<file path="src/rtl/i2d_if_pkg.sv">
// Shared constants and types for the i2d instruction fetch stage.
// Holds the NOP bubble word, reset vector, queue depth and fetch FSM state codes.
package i2d_if_pkg;

  localparam logic [5:0]  I2D_NOP_OPCODE = 6'h3F;
  localparam logic [31:0] I2D_NOP_WORD   = {I2D_NOP_OPCODE, 26'h0};
  localparam logic [31:0] I2D_RESET_VEC  = 32'h0000_0000;
  localparam int unsigned QDEPTH         = 2;

  typedef enum logic [1:0] {
    IF_IDLE = 2'd0,
    IF_REQ  = 2'd1,
    IF_DROP = 2'd2
  } if_state_t;

  typedef struct packed {
    logic [31:0] pc;
    logic [31:0] ins;
  } if_entry_t;

endpackage

</file>
<file path="src/rtl/i2d_if_queue.sv">
// Two-entry prefetch FIFO holding {pc, instruction} pairs for the fetch stage.
// One-bit read/write pointers toggle on pop/push; clr empties the queue and overrides both.
module i2d_if_queue
  import i2d_if_pkg::*;
(
  input  logic       clk,
  input  logic       rst_n,
  input  logic       push,
  input  logic       pop,
  input  logic       clr,
  input  if_entry_t  din,
  output logic [1:0] count,
  output if_entry_t  head
);

  if_entry_t ent0;
  if_entry_t ent1;
  logic      wr_ptr;
  logic      rd_ptr;

  always_ff @(posedge clk or negedge rst_n) begin
    if (!rst_n) begin
      wr_ptr <= 1'b0;
      rd_ptr <= 1'b0;
      count  <= '0;
      ent0   <= '0;
      ent1   <= '0;
    end else if (clr) begin
      wr_ptr <= 1'b0;
      rd_ptr <= 1'b0;
      count  <= '0;
    end else begin
      if (push) begin
        wr_ptr <= ~wr_ptr;
        if (wr_ptr) ent1 <= din;
        else        ent0 <= din;
      end
      if (pop) rd_ptr <= ~rd_ptr;
      unique case ({push, pop})
        2'b10:   count <= count + 2'd1;
        2'b01:   count <= count - 2'd1;
        default: count <= count;
      endcase
    end
  end

  assign head = rd_ptr ? ent1 : ent0;

endmodule

</file>
<file path="src/rtl/i2d_if.sv">
// Instruction fetch stage: fetch PC, req/ack memory handshake and a 2-entry prefetch queue
// feeding decode. Redirect flushes the queue and drops any in-flight read.
module i2d_if
  import i2d_if_pkg::*;
#(
  parameter logic [31:0] RESET_VEC = I2D_RESET_VEC
) (
  input  logic        clk,
  input  logic        rst,
  output logic        im_req,
  output logic [31:0] im_addr,
  input  logic        im_ack,
  input  logic [31:0] im_rdata,
  input  logic        stall,
  input  logic        redirect,
  input  logic [31:0] redirect_pc,
  output logic [31:0] if_ins,
  output logic [31:0] if_pc,
  output logic        if_valid
);

  logic [1:0]  rst_sync;
  logic        sys_rst_n;
  if_state_t   state;
  logic [31:0] fetch_pc;
  logic [1:0]  count;
  logic [1:0]  count_next;
  logic        push;
  logic        pop;
  if_entry_t   head;
  if_entry_t   din;

  // Assertion is immediate; release is aligned to clk through two flops.
  always_ff @(posedge clk or negedge rst) begin
    if (!rst) rst_sync <= '0;
    else      rst_sync <= {rst_sync[0], 1'b1};
  end
  assign sys_rst_n = rst_sync[1];

  assign if_valid   = (count != 2'd0);
  assign pop        = if_valid & ~stall & ~redirect;
  assign push       = (state == IF_REQ) & im_ack & ~redirect;
  assign count_next = count + {1'b0, push} - {1'b0, pop};
  assign din        = '{pc: fetch_pc, ins: im_rdata};

  i2d_if_queue u_queue (
    .clk   (clk),
    .rst_n (sys_rst_n),
    .push  (push),
    .pop   (pop),
    .clr   (redirect),
    .din   (din),
    .count (count),
    .head  (head)
  );

  // Redirect wins over ack; an outstanding unacked read must still be drained in DROP.
  always_ff @(posedge clk or negedge sys_rst_n) begin
    if (!sys_rst_n) begin
      state    <= IF_IDLE;
      fetch_pc <= RESET_VEC;
      im_req   <= 1'b0;
    end else if (redirect) begin
      fetch_pc <= redirect_pc & ~32'h3;
      im_req   <= 1'b0;
      state    <= (state != IF_IDLE && !im_ack) ? IF_DROP : IF_IDLE;
    end else begin
      unique case (state)
        IF_IDLE: begin
          if (count < 2'(QDEPTH)) begin
            state  <= IF_REQ;
            im_req <= 1'b1;
          end
        end
        IF_REQ: begin
          if (im_ack) begin
            fetch_pc <= fetch_pc + 32'd4;
            if (count_next < 2'(QDEPTH)) begin
              state  <= IF_REQ;
              im_req <= 1'b1;
            end else begin
              state  <= IF_IDLE;
              im_req <= 1'b0;
            end
          end
        end
        IF_DROP: begin
          if (im_ack) state <= IF_IDLE;
        end
        default: begin
          state  <= IF_IDLE;
          im_req <= 1'b0;
        end
      endcase
    end
  end

  assign im_addr = fetch_pc;
  assign if_ins  = if_valid ? head.ins : I2D_NOP_WORD;
  assign if_pc   = if_valid ? head.pc  : 32'h0;

endmodule

</file>
<file path="config.mk">
export PLATFORM = sky130hd
export DESIGN_NAME = i2d_if
export DESIGN_NICKNAME = d
export VERILOG_FILES = /design/src/rtl/i2d_if_pkg.sv /design/src/rtl/i2d_if_queue.sv /design/src/rtl/i2d_if.sv
export SDC_FILE = /design/constraint.sdc
export NUM_CORES = 1
export LEC_CHECK = 0
export BUFFER_PORTS_ARGS = -buffer_cell sky130_fd_sc_hd__buf_2
export CORE_ASPECT_RATIO = 0.8
export CORE_MARGIN = 4
export CORE_UTILIZATION = 59
export CTS_CLUSTER_DIAMETER = 60
export DETAILED_ROUTE_END_ITERATION = 10
export PLACE_DENSITY = 0.95
export SLEW_MARGIN = 20
export SYNTH_ARGS = -nofsm -noshare
export SYNTH_HDL_FRONTEND = slang
export SYNTH_SLANG_ARGS = --single-unit
</file>
<file path="constraint.sdc">
create_clock -name clk -period 12.6 [get_ports clk]
set_input_delay 1.26 -clock clk [delete_from_list [all_inputs] [get_ports clk]]
set_output_delay 1.26 -clock clk [all_outputs]
set_load 0.01 [all_outputs]
</file>
==> key figures <==
Clock tree
  • CTS tree: built
  • Postcts setup bufs: 0
  • TritonCTS buffer count: 17
  • Clock sinks: 163
  • Post-CTS resize count: 0
  • # hold bufs at CTS: 0
  • Root buffer cell: clkbuf_16
  • Clock transition at path regs: roughly 0.060 ns
  • Clock Path Buffers: 2
  • CTS HTree Levels: 4
  • Clock Latency Late Sink: approximately 0.42 ns

Global routing
  • First-pass GRT wire length: 27.97 mm
  • Gr busiest metal: met2
  • Total congestion overflow: 0
  • Initial antenna violation count: 0
  • Largest net degree at the start of global routing: 88
  • Met1 usage: 0.3074
  • Gr usage total: 0.2411
  • Vias in the first global route: 5614
  • Met2 usage: 0.4126
  • GR Util met3: 0.05855

Power
  • Static Leak: roughly 4.2 nW
  • Pint: around 1.1 mW
  • Sequential power share: 0.494
  • Clock power frac: 0.328
  • Switching Share: 0.2810
  • Max IR drop VDD: 0.0001080 V
  • NetSw: 0.4216 mW
  • Pwr dens: 164.9 nW/um^2
  • Final Power: 1.500 mW
  • Comb pwr share: 0.178

Setup path
  • Crit-path cells: nor2_4, buf_4, inv_1, nand2_1, buf_2
  • Slowest-stage cell, CP: nor2_4
  • Critical Path Fanout Max: 33
  • Data arrival, critical path: ~2.5 ns
  • CP max stage delay: 0.64 ns
  • Crit end category: primary output
  • WS Path Type: flop to primary output
  • Startpoint types: flop
  • CP required: 11.34 ns

Timing
  • Final hold viol count: 0
  • Worst setup margin: 8.869 ns
  • Slew Viols, Final: 0
  • Fmax: 268.0 MHz
  • Clock Skew: between 0.01 and 0.015 ns
  • Setup violators final: 0
  • Max_slew headroom: 0.3568
  • Final Critical Period: 3.731 ns
  • Least-Margin Pin Slew: ~0.96 ns
  • Tcrit/Tclk final: 0.2961
  • Setup tns final: 0 ns
  • Unrepaired setup endpoints after global routing: no

Drt
  • Via count: 5495
  • Initial DRC count: 344
  • DRT Wirelength: approximately 18 mm
  • Avg WL per Cell: 18.09 microns
  • ANT nets after route: 0
  • Drc violations: 0
  • Via/cell ratio: 5.671
  • Drt first pass iters: 5

Placement
  • Final GP Congestion: 0.7999
  • Pre-CTS setup slack: between 8 and 9 ns
  • Port Buffers: 160
  • Dpl cells: 937
  • Final HPWL DP: between 10 and 15 mm
  • Placement Cell Area: 8538 sq um

Yosys
  • Synth area leaders: dfrtp_1 53%, mux2_2 17%, mux2i_1 8.4%
  • Count of different cell masters after synthesis: 38
  • Sequential-to-total area share from yosys stat: 0.5338
  • Syn avg cell area: about 12 sq um
  • Cell area after synthesis: 7641 sq um
  • Synth area leader: dfrtp_1
  • Yosys warning total: 0
  • Gate Count Post-Synth: 638
  • Synth Register Bits: 163
  • Post-synth top area share: 0.5338

Floorplan
  • IO Pins: 167
  • Die height: 109.8 microns
  • Total die area: ~15000 sq um
  • Initial Utilization: 0.6146
  • Die span in x: 135.2 microns
  • Row Count: 36
  • Core box area: roughly 12000 sq um

Finish
  • # diodes: 0
  • Ratio of cells with drive above 1 in the final layout: 0.4048
  • Fillcell total: 865
  • Register area: 4086 sq um
  • Nets: 856
  • Finished Layout Cells: 969
  • Fin area: 9101 sq um
  • Area grow syn2layout: 19.11%
  • Multi-input logic area: 3373 sq um

Flow run
  • Max Cap Viol: 0

Status
  • Status: finished, final reports clean

Min path
  • Hold Crit Class: flop to flop
-- cells in the final DEF, fill, tap and decap left out, types with 2 or more instances in the layout --
cell type,instances
nand3_1,14
nor2_1,66
o21ai_1,13
and2_1,2
nand2_1,44
inv_1,5
and3_1,6
xnor2_1,10
inv_6,4
clkbuf_16,17
buf_2,160
nand4_1,11
mux2_1,7
nor3_1,5
clkinvlp_4,2
clkinv_4,4
conb_1,5
ha_1,2
dfrtp_1,161
clkinv_2,3
o21ai_0,22
mux2_2,117
a21oi_1,3
buf_4,5
nor4_4,2
nor4_1,2
and4_1,2
xor2_1,22
mux2i_1,64
dfrtp_4,2
-- cell families (layout without fill, tap and decap cells) --
logic type | count (synthesis) | after routing | share of synthesized area
AND/OR/NAND/NOR | 162 | 162 | 0.1001
multiplexers | 188 | 188 | 0.2666
other | 2 | 5 | 0.0009828
AO/OA/AOI/OAI | 43 | 43 | 0.03029
adder cells (fa/ha/maj) | 2 | 2 | 0.003274
buffers and inverters | 46 | 203 | 0.02833
XOR/XNOR | 32 | 32 | 0.03668
flip-flops | 163 | 163 | 0.5338
-- metal layers --
layer,vias to the layer above,share of wire
met5,-,0
met2,199,0.51
li1,2508,-
met4,0,0.017
met1,2761,0.41
met3,27,0.063
-- through the flow --
step                hold slack (ns)  utilization
floorplan                    0.3312            -
finish                       0.3492       0.7321
CTS                          0.3507       0.7318
global route                 0.3595       0.7321
global placement             0.3355       0.6868
detailed placement           0.3365       0.6868
-- critical path: cells and delay by family (launching register included) --
family / cells / cell delay [ns]
buffers and inverters: 3 / 0.82
DFF: 1 / 0.48
and+or+nand+nor: 2 / 0.75
-- registers in the layout, summed over array words and instances, names as in the netlist --
name,flops
u_queue.ent0,62
u_queue.rd_ptr,1
im_req,1
u_queue.count,2
rst_sync,2
u_queue.wr_ptr,1
state,2
im_addr,30
u_queue.ent1,62
-- cell usage after synthesis --
master and n:
nand4_1 11, a21oi_1 3, xnor2_1 10, buf_4 5, o21ai_0 22, nand2_1 45
buf_1 6, o211ai_1 1, nand3b_1 1, and2_1 2, ha_1 2, nand4b_1 1
mux2_2 117, nor4_4 2, nand3_1 14, nor3_2 1, clkbuf_1 15, nand4_2 1
mux2i_1 64, inv_1 5, dfrtp_1 163, or3_1 1, and3_1 6, buf_6 1
nor4_1 2, conb_1 2, and4_1 2, buf_2 14, xor2_1 22, nor3_1 5
a41o_1 1, a2111oi_0 1, o21ai_1 13, o31ai_1 1, mux2_1 7, a211oi_1 1
nor2_1 67, nor4_2 1
-- cell type report --
| cell class | instances | share of cell area |
|---|---|---|
| flip-flops and latches | 163 | 0.4490 |
| multi-input cells | 432 | 0.3706 |
| repair buffers | 166 | 0.09335 |
| clock buffers | 18 | 0.04715 |
| well taps | 171 | 0.02351 |
| clock inverters | 14 | 0.01430 |
| inverters | 5 | 0.002062 |
-- final timing paths --
kind                       cells after the start              to              from  slack [ns]
setup reg to reg                               7        state[0]  u_queue.count[1]        9.65
hold reg to reg                                0     rst_sync[1]       rst_sync[0]        0.35
hold / removal                                 0     rst_sync[1]       rst_sync[0]        0.35
max in group asynchronous                      1  u_queue.rd_ptr       rst_sync[1]       10.75
setup / recovery                               5      if_ins[30]  u_queue.count[1]        8.87
min in group asynchronous                      0     im_addr[20]       rst_sync[1]        0.49
-- power groups by stage --
stage / sequential, mW / clock (mW) / combinational, mW
3_3_place_gp: 0.736 / 0 / 0.254
3_5_place_dp: 0.747 / 0 / 0.268
2_1_floorplan: 0.727 / 0 / 0.197
4_1_cts: 0.740 / 0.499 / 0.272
5_1_grt: 0.758 / 0.526 / 0.296
6_report: 0.741 / 0.492 / 0.268
No activity file was read; power rests on OpenSTA's default activity.
